===== config.mk =====
export PLATFORM = sky130hd
export DESIGN_NAME = link_frame_rx_flat
export DESIGN_NICKNAME = d
export VERILOG_FILES = /design/src/rtl/link_frame_rx_if.sv /design/src/rtl/link_frame_rx.sv /design/src/flat_wrapper.sv
export SDC_FILE = /design/constraint.sdc
export NUM_CORES = 1
export LEC_CHECK = 0
export CORE_MARGIN = 5
export CORE_UTILIZATION = 47
export DETAILED_ROUTE_END_ITERATION = 7
export GPL_ROUTABILITY_DRIVEN = 0
export PLACE_DENSITY = 0.67
export SETUP_SLACK_MARGIN = 0.1
export SLEW_MARGIN = 20
export SYNTH_ARGS = -nofsm -noshare
export SYNTH_HDL_FRONTEND = slang
export SYNTH_SLANG_ARGS = --single-unit

===== constraint.sdc =====
create_clock -name clk -period 3 [get_ports clk]
set_clock_uncertainty 0.2 [all_clocks]
set_input_delay 0.3 -clock clk [delete_from_list [all_inputs] [get_ports clk]]
set_output_delay 0.3 -clock clk [all_outputs]
set_load 0.1 [all_outputs]

===== src/rtl/link_frame_rx_if.sv =====
// link_frame_rx_if: byte stream in, decoded game strobes and link status out.
interface link_frame_rx_if;
    logic [7:0] rx_data;
    logic       rx_valid;
    logic [1:0] dir_out;
    logic       dir_valid;
    logic [5:0] seed_x;
    logic [5:0] seed_y;
    logic       seed_valid;
    logic       start_game;
    logic       frame_err;
    logic       con_error;
    logic [7:0] err_cnt;
    modport master (
        output rx_data, rx_valid,
        input  dir_out, dir_valid, seed_x, seed_y, seed_valid, start_game, frame_err, con_error, err_cnt
    );
    modport slave (
        input  rx_data, rx_valid,
        output dir_out, dir_valid, seed_x, seed_y, seed_valid, start_game, frame_err, con_error, err_cnt
    );
endinterface


===== src/rtl/link_frame_rx.sv =====
// link_frame_rx: deframes SYNC,TYPE,P0,P1,CHK frames into direction/seed/start strobes.
// Define LINK_STATS_EN to count discarded frames on err_cnt (tied to zero otherwise).
module link_frame_rx #(
    parameter logic [7:0] SYNC_BYTE    = 8'hA5,
    parameter int         BYTE_TIMEOUT = 75_000,
    parameter int         LINK_TIMEOUT = 150_000_000
) (
    input logic            clk,
    input logic            rst,
    link_frame_rx_if.slave lnk
);
    localparam int BW = $clog2(BYTE_TIMEOUT);
    localparam int LW = $clog2(LINK_TIMEOUT);
    localparam logic [BW-1:0] BYTE_LAST = BW'(BYTE_TIMEOUT - 1);
    localparam logic [LW-1:0] LINK_LAST = LW'(LINK_TIMEOUT - 1);
    typedef enum logic [2:0] {S_IDLE, S_TYPE, S_P0, S_P1, S_CHK} state_t;
    state_t        state_q, state_d;
    logic [7:0]    type_q, type_d, p0_q, p0_d, p1_q, p1_d;
    logic [BW-1:0] byte_cnt_q, byte_cnt_d;
    logic [LW-1:0] link_cnt_q, link_cnt_d;
    logic [1:0]    dir_q, dir_d;
    logic [5:0]    seed_x_q, seed_x_d, seed_y_q, seed_y_d;
    logic          dir_valid_q, dir_valid_d, seed_valid_q, seed_valid_d;
    logic          start_q, start_d, frame_err_q, frame_err_d, con_error_q, con_error_d;
    logic          good, frame_ok;
    assign frame_ok = lnk.rx_data == (type_q ^ p0_q ^ p1_q) && type_q inside {8'h01, 8'h02, 8'h03};
    always_comb begin
        state_d     = state_q;
        type_d      = type_q;
        p0_d        = p0_q;
        p1_d        = p1_q;
        byte_cnt_d  = byte_cnt_q;
        good        = 1'b0;
        frame_err_d = 1'b0;
        if (lnk.rx_valid) begin
            byte_cnt_d = '0;
            case (state_q)
                S_IDLE: state_d = lnk.rx_data == SYNC_BYTE ? S_TYPE : S_IDLE;
                S_TYPE: begin
                    type_d  = lnk.rx_data;
                    state_d = S_P0;
                end
                S_P0: begin
                    p0_d    = lnk.rx_data;
                    state_d = S_P1;
                end
                S_P1: begin
                    p1_d    = lnk.rx_data;
                    state_d = S_CHK;
                end
                default: begin
                    state_d     = S_IDLE;
                    good        = frame_ok;
                    frame_err_d = !frame_ok;
                end
            endcase
        end else if (state_q != S_IDLE) begin
            // an arriving byte always beats the inter-byte timeout
            frame_err_d = byte_cnt_q == BYTE_LAST;
            byte_cnt_d  = frame_err_d ? '0 : byte_cnt_q + BW'(1);
            state_d     = frame_err_d ? S_IDLE : state_q;
        end
        dir_valid_d  = good && type_q == 8'h01;
        seed_valid_d = good && type_q == 8'h02;
        start_d      = good && type_q == 8'h03;
        dir_d        = dir_valid_d ? p0_q[1:0] : dir_q;
        seed_x_d     = seed_valid_d ? p0_q[5:0] : seed_x_q;
        seed_y_d     = seed_valid_d ? p1_q[5:0] : seed_y_q;
        link_cnt_d   = good ? '0 : link_cnt_q + LW'(link_cnt_q != LINK_LAST);
        con_error_d  = !good && (con_error_q || link_cnt_q == LINK_LAST);
    end
    always_ff @(posedge clk) begin
        if (!rst) begin
            state_q      <= S_IDLE;
            type_q       <= '0;
            p0_q         <= '0;
            p1_q         <= '0;
            byte_cnt_q   <= '0;
            link_cnt_q   <= '0;
            dir_q        <= '0;
            seed_x_q     <= '0;
            seed_y_q     <= '0;
            dir_valid_q  <= 1'b0;
            seed_valid_q <= 1'b0;
            start_q      <= 1'b0;
            frame_err_q  <= 1'b0;
            con_error_q  <= 1'b0;
        end else begin
            state_q      <= state_d;
            type_q       <= type_d;
            p0_q         <= p0_d;
            p1_q         <= p1_d;
            byte_cnt_q   <= byte_cnt_d;
            link_cnt_q   <= link_cnt_d;
            dir_q        <= dir_d;
            seed_x_q     <= seed_x_d;
            seed_y_q     <= seed_y_d;
            dir_valid_q  <= dir_valid_d;
            seed_valid_q <= seed_valid_d;
            start_q      <= start_d;
            frame_err_q  <= frame_err_d;
            con_error_q  <= con_error_d;
        end
    end
`ifdef LINK_STATS_EN
    logic [7:0] err_cnt_q, err_cnt_d;
    always_comb err_cnt_d = frame_err_d && err_cnt_q != 8'hFF ? err_cnt_q + 8'd1 : err_cnt_q;
    always_ff @(posedge clk) err_cnt_q <= !rst ? 8'h00 : err_cnt_d;
    assign lnk.err_cnt = err_cnt_q;
`else
    assign lnk.err_cnt = 8'h00;
`endif
    assign lnk.dir_out    = dir_q;
    assign lnk.dir_valid  = dir_valid_q;
    assign lnk.seed_x     = seed_x_q;
    assign lnk.seed_y     = seed_y_q;
    assign lnk.seed_valid = seed_valid_q;
    assign lnk.start_game = start_q;
    assign lnk.frame_err  = frame_err_q;
    assign lnk.con_error  = con_error_q;
endmodule


===== src/flat_wrapper.sv =====
// flat-port wrapper written by rule: the top's interface ports become plain ports
module link_frame_rx_flat 
#(
    parameter logic [7:0] SYNC_BYTE    = 8'hA5,
    parameter int         BYTE_TIMEOUT = 75_000,
    parameter int         LINK_TIMEOUT = 150_000_000
)
  (clk, rst, lnk_rx_data, lnk_rx_valid, lnk_dir_out, lnk_dir_valid, lnk_seed_x, lnk_seed_y, lnk_seed_valid, lnk_start_game, lnk_frame_err, lnk_con_error, lnk_err_cnt);
  link_frame_rx_if lnk_i ();
  input logic clk;
  input logic rst;
  input wire logic [$bits(lnk_i.rx_data)-1:0] lnk_rx_data;
  input wire logic [$bits(lnk_i.rx_valid)-1:0] lnk_rx_valid;
  output wire logic [$bits(lnk_i.dir_out)-1:0] lnk_dir_out;
  output wire logic [$bits(lnk_i.dir_valid)-1:0] lnk_dir_valid;
  output wire logic [$bits(lnk_i.seed_x)-1:0] lnk_seed_x;
  output wire logic [$bits(lnk_i.seed_y)-1:0] lnk_seed_y;
  output wire logic [$bits(lnk_i.seed_valid)-1:0] lnk_seed_valid;
  output wire logic [$bits(lnk_i.start_game)-1:0] lnk_start_game;
  output wire logic [$bits(lnk_i.frame_err)-1:0] lnk_frame_err;
  output wire logic [$bits(lnk_i.con_error)-1:0] lnk_con_error;
  output wire logic [$bits(lnk_i.err_cnt)-1:0] lnk_err_cnt;
  assign lnk_i.rx_data = lnk_rx_data;
  assign lnk_i.rx_valid = lnk_rx_valid;
  assign lnk_dir_out = lnk_i.dir_out;
  assign lnk_dir_valid = lnk_i.dir_valid;
  assign lnk_seed_x = lnk_i.seed_x;
  assign lnk_seed_y = lnk_i.seed_y;
  assign lnk_seed_valid = lnk_i.seed_valid;
  assign lnk_start_game = lnk_i.start_game;
  assign lnk_frame_err = lnk_i.frame_err;
  assign lnk_con_error = lnk_i.con_error;
  assign lnk_err_cnt = lnk_i.err_cnt;
  link_frame_rx #(.SYNC_BYTE(SYNC_BYTE), .BYTE_TIMEOUT(BYTE_TIMEOUT), .LINK_TIMEOUT(LINK_TIMEOUT)) u_core (.clk(clk), .rst(rst), .lnk(lnk_i));
endmodule

==> impl_metrics.json, run 1 <==
{
  "status": "finished, final reports clean",
  "rsz0062_at_grt": "false",
  "grt_pass1_vias": 2971,
  "setup_violations": 0,
  "clockBufferDepth": 2,
  "drive_above_1_share_pct": 10.2,
  "path_delay_family": "simple AND/OR/NAND/NOR gates",
  "portBuffers": 29,
  "critPathMaxFanout": 9,
  "finalMaxSlewViolations": 0,
  "yosys_warnings": 0,
  "first_pass_iters": 4,
  "worstPathCellList": "and3_1 -> nand2_1 -> or4_1 -> ha_1 -> ha_1 -> nand2_1 -> or4_4 -> nor4_1 -> xnor2_1 -> nor2_1",
  "placed_area_sq_mm": 0.00445,
  "tightest_slew_ns": 0.593,
  "vdd_drop_max_v": 0.000249,
  "die_h_um": 103,
  "ant_nets": 0,
  "start_util_pct": 47.7,
  "critPathLaunchType": "flip-flop",
  "hp-class": "reg -> reg",
  "fin_area_sq_mm": 0.00472,
  "cap_violations": 0,
  "core_area_sq_mm": 0.00859,
  "holdBufCountCts": 0,
  "multiInputGateArea_sq_mm": 0.00216,
  "synth-edff-count": 0,
  "syn2layout_area_growth_pct": 15.2,
  "dieArea_sq_mm": 0.0107,
  "post_cts_resized": 0,
  "dieWidth_um": 103,
  "tritoncts": "yes",
  "syn_inst": 482,
  "numCtsBuffers": 9,
  "synth_top_flop_cell": "dfxtp_1",
  "overflow": 0,
  "power_density_mw_per_mm2": 504,
  "ff_latch_area_sq_mm": 0.00182,
  "synth_cell_types": 36,
  "fmax_mhz": 373,
  "nNetsFinal": 528,
  "clkSinkCount": 91,
  "n_antenna_cell": 0,
  "cts-root-buf": "clkbuf_8",
  "htree_levels": 3,
  "nFillCells": 772,
  "finalHoldViolCount": 0,
  "leakage_uw": 0.00160,
  "synth-seq-area-share_pct": 44.5,
  "max_stage_delay_ns": 0.57,
  "cp.buffers_inverters": 0,
  "cp.required_ns": 3.05,
  "dp_hpwl_mm": 5.96,
  "grt_pass1_wl_mm": 14.3,
  "routed_wl_mm": 8.39,
  "num_vias": 3221,
  "post-cts-setup-buffers": 0,
  "antenna_found_initial": 0,
  "tns_ns": 0,
  "wl_per_cell_um": 13.4,
  "async_flop_share_pct": 0,
  "dp_slack_ns": 0.211,
  "grt_usage_pct": 17.0,
  "crit_path_top_delay_cell": "or4_4",
  "first_iter_violations": 104,
  "final_cell_mix": "99 x nand2_1, 91 x dfxtp_1, 57 x nor2_1",
  "syn_avg_cell_area_sq_um": 8.50,
  "cp.arrival_ns": 2.73,
  "timing.final.crit_share_pct": 89.4,
  "path_clk_slew_ns": 0.09,
  "ys_ff_latch": 91,
  "via_per_inst": 5.14,
  "synthesis.area_sq_mm": 0.00410,
  "timing.slew.headroom_pct": 60.4,
  "crit_type": "reg -> reg",
  "row_count": 34,
  "clock_latency_ns": 0.35,
  "grt_max_degree": 31,
  "crit_path_end_kind": "flip-flop",
  "period_minus_slack_ns": 2.68,
  "pin_count": 38,
  "drc": 0,
  "mostFrequentLayoutCell": "nand2_1",
  "layout_setup_ws_ns": 0.319
}
==> worst paths after layout <==
path	from	endpoint	slack [ns]	cells past startpoint
setup / recovery	u_core.link_cnt_q[21]	u_core.link_cnt_q[26]	0.32	10
hold / removal	u_core.lnk.seed_x[0]	u_core.lnk.seed_x[0]	0.26	2
setup reg to reg	u_core.link_cnt_q[21]	u_core.link_cnt_q[26]	0.32	10
hold reg to reg	u_core.lnk.seed_x[0]	u_core.lnk.seed_x[0]	0.26	2
==> synthesized netlist by cell type (2+ instances only) <==
| cell type | n | share of area [%] |
|---|---|---|
| ha_1 | 3 | 0.92 |
| o21ai_0 | 4 | 0.49 |
| nand2_1 | 99 | 9.1 |
| xnor2_1 | 40 | 8.6 |
| nand4bb_1 | 2 | 0.55 |
| or4_1 | 2 | 0.37 |
| nor2_1 | 57 | 5.2 |
| mux2i_1 | 15 | 3.7 |
| nand3_1 | 18 | 2.2 |
| nor2b_1 | 3 | 0.46 |
| nand4_1 | 10 | 1.5 |
| dfxtp_1 | 91 | 44 |
| clkbuf_1 | 12 | 1.1 |
| nor4_2 | 3 | 0.92 |
| and4_1 | 4 | 0.86 |
| buf_4 | 9 | 1.6 |
| nor3_1 | 14 | 1.7 |
| inv_1 | 6 | 0.55 |
| and2_1 | 3 | 0.46 |
| nor4b_1 | 2 | 0.43 |
| or3_1 | 3 | 0.46 |
| xor2_1 | 24 | 5.1 |
| or4_4 | 2 | 0.55 |
| buf_6 | 2 | 0.55 |
| a21oi_1 | 30 | 3.7 |
| and3_1 | 7 | 1.1 |
| nor4_1 | 8 | 1.2 |
==> registers in the layout, summed over array words and instances (netlist names), 2 cells and up <==
name                count
u_core.type_q           8
u_core.p0_q             8
u_core.byte_cnt_q      17
u_core.lnk.seed_x       6
u_core.p1_q             8
u_core.state_q          3
u_core.lnk.dir_out      2
u_core.lnk.seed_y       6
u_core.link_cnt_q      28
==> worst register-to-register path: cells and delay by family, from the launching register on <==
kind          cells  cell delay (ns)
simple gates      7             1.50
fa+ha+maj         2             0.38
flops             1             0.35
xor+xnor          1             0.16
==> logic make-up (layout without fill, tap and decap cells) <==
| kind of cell | count (synthesis) | in the layout | share of synthesized area [%] |
|---|---|---|---|
| other | 1 | 8 | 0.0916 |
| muxes | 15 | 15 | 3.67 |
| and+or+nand+nor | 242 | 242 | 28.1 |
| adders and majority gates | 3 | 3 | 0.917 |
| DFF | 91 | 91 | 44.5 |
| AOI/OAI and AO/OA | 37 | 37 | 5.16 |
| buffers and inverters | 29 | 59 | 3.85 |
| xor gates and xnor gates | 64 | 64 | 13.7 |
==> metal layers <==
layer | up-vias | track usage (%) | share of wire (%)
met1 | 1488 | 23.8 | 50
met4 | 0 | 5.48 | 0.88
met2 | 58 | 25.4 | 45
met5 | - | 0 | 0
li1 | 1668 | - | -
met3 | 7 | 4.43 | 4.1
==> cell type report <==
cell class	instances	share of cell area [%]
Clock buffer	12	3.50
Clock inverter	4	2.02
Inverter	6	0.478
Tap cell	108	2.87
Multi-Input combinational cell	369	45.8
Sequential cell	91	38.6
Timing Repair Buffer	37	6.69
==> per-stage QoR <==
step	power, uW	utilization, %	std cells	hold slack (ns)
global route	2470	54.9	627	0.286
CTS	2400	54.8	627	0.268
global placement	1370	51.7	611	0.245
floorplan	1340	-	489	0.236
finish	2380	54.9	627	0.262
detailed placement	1370	51.7	611	0.247
==> report_power, final <==
| part | internal, uW | switching, uW | total (uW) | leakage (uW) |
|---|---|---|---|---|
| Clock | 621 | 415 | 1040 | 0.000133 |
| Combinational | 32.3 | 95.0 | 127 | 0.000737 |
| Sequential | 1210 | 3.60 | 1210 | 0.000733 |
| Total | 1860 | 514 | 2380 | 0.00160 |
Note: power is estimated with default switching activity, not from simulation.
==> run 2, diff against run 1 <==
CELL_PAD_IN_SITES_DETAIL_PLACEMENT = 2   (was default)
CELL_PAD_IN_SITES_GLOBAL_PLACEMENT = 2   (was default)
CORE_UTILIZATION = 35   (was 47)
PLACE_DENSITY = default   (was 0.67)
PLACE_DENSITY_LB_ADDON = 0.1   (was default)
==> run 2 against run 1 <==
Net effect:
- wire length up 33%
- worst hold slack worse by 0.0023 ns
- global-route usage down 0.37 points
- critical endpoint is now u_core.link_cnt_q[18]
- cell count up 6.4%
- clock-buffer cell count unchanged
- first-iteration DRC count up 37%
- sequential share of layout area down 1.0 points
- via count up 4.0%
- core utilization down 13 points
==> impl_metrics.json, run 2 (synthesis gave the netlist of run 1 again) <==
{
  "status": "finished, final reports clean",
  "via_per_inst": 5.02,
  "antenna_found_initial": 0,
  "timing.final.crit_share_pct": 90.1,
  "leakage_uw": 0.00163,
  "critPathMaxFanout": 9,
  "placed_area_sq_mm": 0.00453,
  "grt_pass1_vias": 3616,
  "mostFrequentLayoutCell": "nand2_1",
  "ant_nets": 0,
  "numCtsBuffers": 9,
  "r2r_cells": 10,
  "row_count": 39,
  "grt_max_degree": 31,
  "fmax_mhz": 370,
  "htree_levels": 3,
  "holdBufCountCts": 0,
  "grt_pass1_wl_mm": 18.9,
  "finalMaxSlewViolations": 0,
  "core_area_sq_mm": 0.0115,
  "dp_slack_ns": 0.132,
  "first_iter_violations": 142,
  "layout_setup_ws_ns": 0.298,
  "cp.arrival_ns": 2.74,
  "nFillCells": 1280,
  "tns_ns": 0,
  "portBuffers": 29,
  "grt_usage_pct": 16.6,
  "finalHoldViolCount": 0,
  "ff_latch_area_sq_mm": 0.00182,
  "start_util_pct": 35.7,
  "dp_hpwl_mm": 8.06,
  "tightest_slew_ns": 0.600,
  "nNetsFinal": 533,
  "crit_type": "reg -> reg",
  "tritoncts": "yes",
  "hp-class": "reg -> reg",
  "n_antenna_cell": 0,
  "drc": 0,
  "clockBufferDepth": 2,
  "vdd_drop_max_v": 0.000357,
  "power_density_mw_per_mm2": 514,
  "min_path_cells": 2,
  "wl_per_cell_um": 16.7,
  "cp.required_ns": 3.04,
  "fin_area_sq_mm": 0.00485,
  "reg_top3": "u_core.link_cnt_q x28, u_core.byte_cnt_q x17",
  "registers.top_by_ff_count": "u_core.link_cnt_q",
  "num_vias": 3351,
  "dieArea_sq_mm": 0.0140,
  "drive_above_1_share_pct": 11.1,
  "cap_violations": 0,
  "period_minus_slack_ns": 2.70,
  "pin_count": 38,
  "multiInputGateArea_sq_mm": 0.00217,
  "largest_reg_flops": 28,
  "critPathLaunchType": "flip-flop",
  "final_cell_mix": "99 x nand2_1, 91 x dfxtp_1, 57 x nor2_1",
  "crit_path_end_kind": "flip-flop",
  "syn2layout_area_growth_pct": 18.3,
  "die_h_um": 118,
  "setup_violations": 0,
  "first_pass_iters": 4,
  "rsz0062_at_grt": "true",
  "final_util_pct": 42.3,
  "clock_latency_ns": 0.34,
  "clkSinkCount": 91,
  "routed_wl_mm": 11.2,
  "cts-root-buf": "clkbuf_16",
  "dieWidth_um": 118,
  "timing.slew.headroom_pct": 59.7,
  "path_clk_slew_ns": 0.06,
  "overflow": 0
}
## run 2: cell count changes in the layout (fill, tap and decap cells not counted), sizes merged
cell and change:
buf +5, clkinvlp +2, bufinv -2
## run 2: timing repair
| action | 4_1_cts | 5_1_grt |
|---|---|---|
| setup buffers | 0 | 0 |
| hold endpoints to repair | 0 | 0 |
| setup endpoints to repair | 1 | 9 |
| cloned | 0 | 0 |
| gates resized for setup | 0 | 4 |
## run 2: through the flow
step,power (uW),hold WS [ns],instances
finish,2490,0.260,667
global route,2590,0.295,667
CTS,2540,0.267,667
detailed placement,1380,0.258,651
global placement,1380,0.243,651
floorplan,1340,0.236,489
## run 2: final cells by class
class	count	area share, %
Clock buffer	12	5.09
Clock inverter	4	1.03
Inverter	6	0.465
Multi-Input combinational cell	369	44.8
Sequential cell	91	37.6
Tap cell	143	3.69
Timing Repair Buffer	42	7.28
## run 2: power breakdown
group	leakage [uW]	switching (uW)	internal [uW]
Sequential	0.000733	3.88	1210
Combinational	0.000761	98.9	34.7
Clock	0.000139	473	668
Total	0.00163	575	1910
## run 2: per-layer routing
layer	vias to the layer above	track usage, %	share of wire, %
met2	33	26.7	48
met4	0	4.30	0.90
li1	1674	-	-
met3	7	4.78	3.1
met1	1637	21.8	48
met5	-	0	0
## run 2: worst max-delay path: stages (launching register included)
cell,delay [ns]
dfxtp_1,0.40
nor4b_1,0.28
nand2_1,0.10
or4_1,0.57
ha_1,0.23
ha_1,0.22
nand2_1,0.10
or4_4,0.20
nor3_1,0.08
xnor2_1,0.14
nor2_1,0.05
## run 2: path summary, 6_finish.rpt
kind / startpoint / end / slack (ns)
min reg2reg: u_core.lnk.seed_y[2] / u_core.lnk.seed_y[2] / 0.26
min: u_core.lnk.seed_y[2] / u_core.lnk.seed_y[2] / 0.26
max reg2reg: u_core.link_cnt_q[12] / u_core.link_cnt_q[18] / 0.30
max: u_core.link_cnt_q[12] / u_core.link_cnt_q[18] / 0.30
==> run 3, diff against run 2 <==
SKIP_CTS_REPAIR_TIMING = 1   (was default)
==> results of run 3 <==
Same layout as run 2: the final DEF is identical, and so are final timing and power.
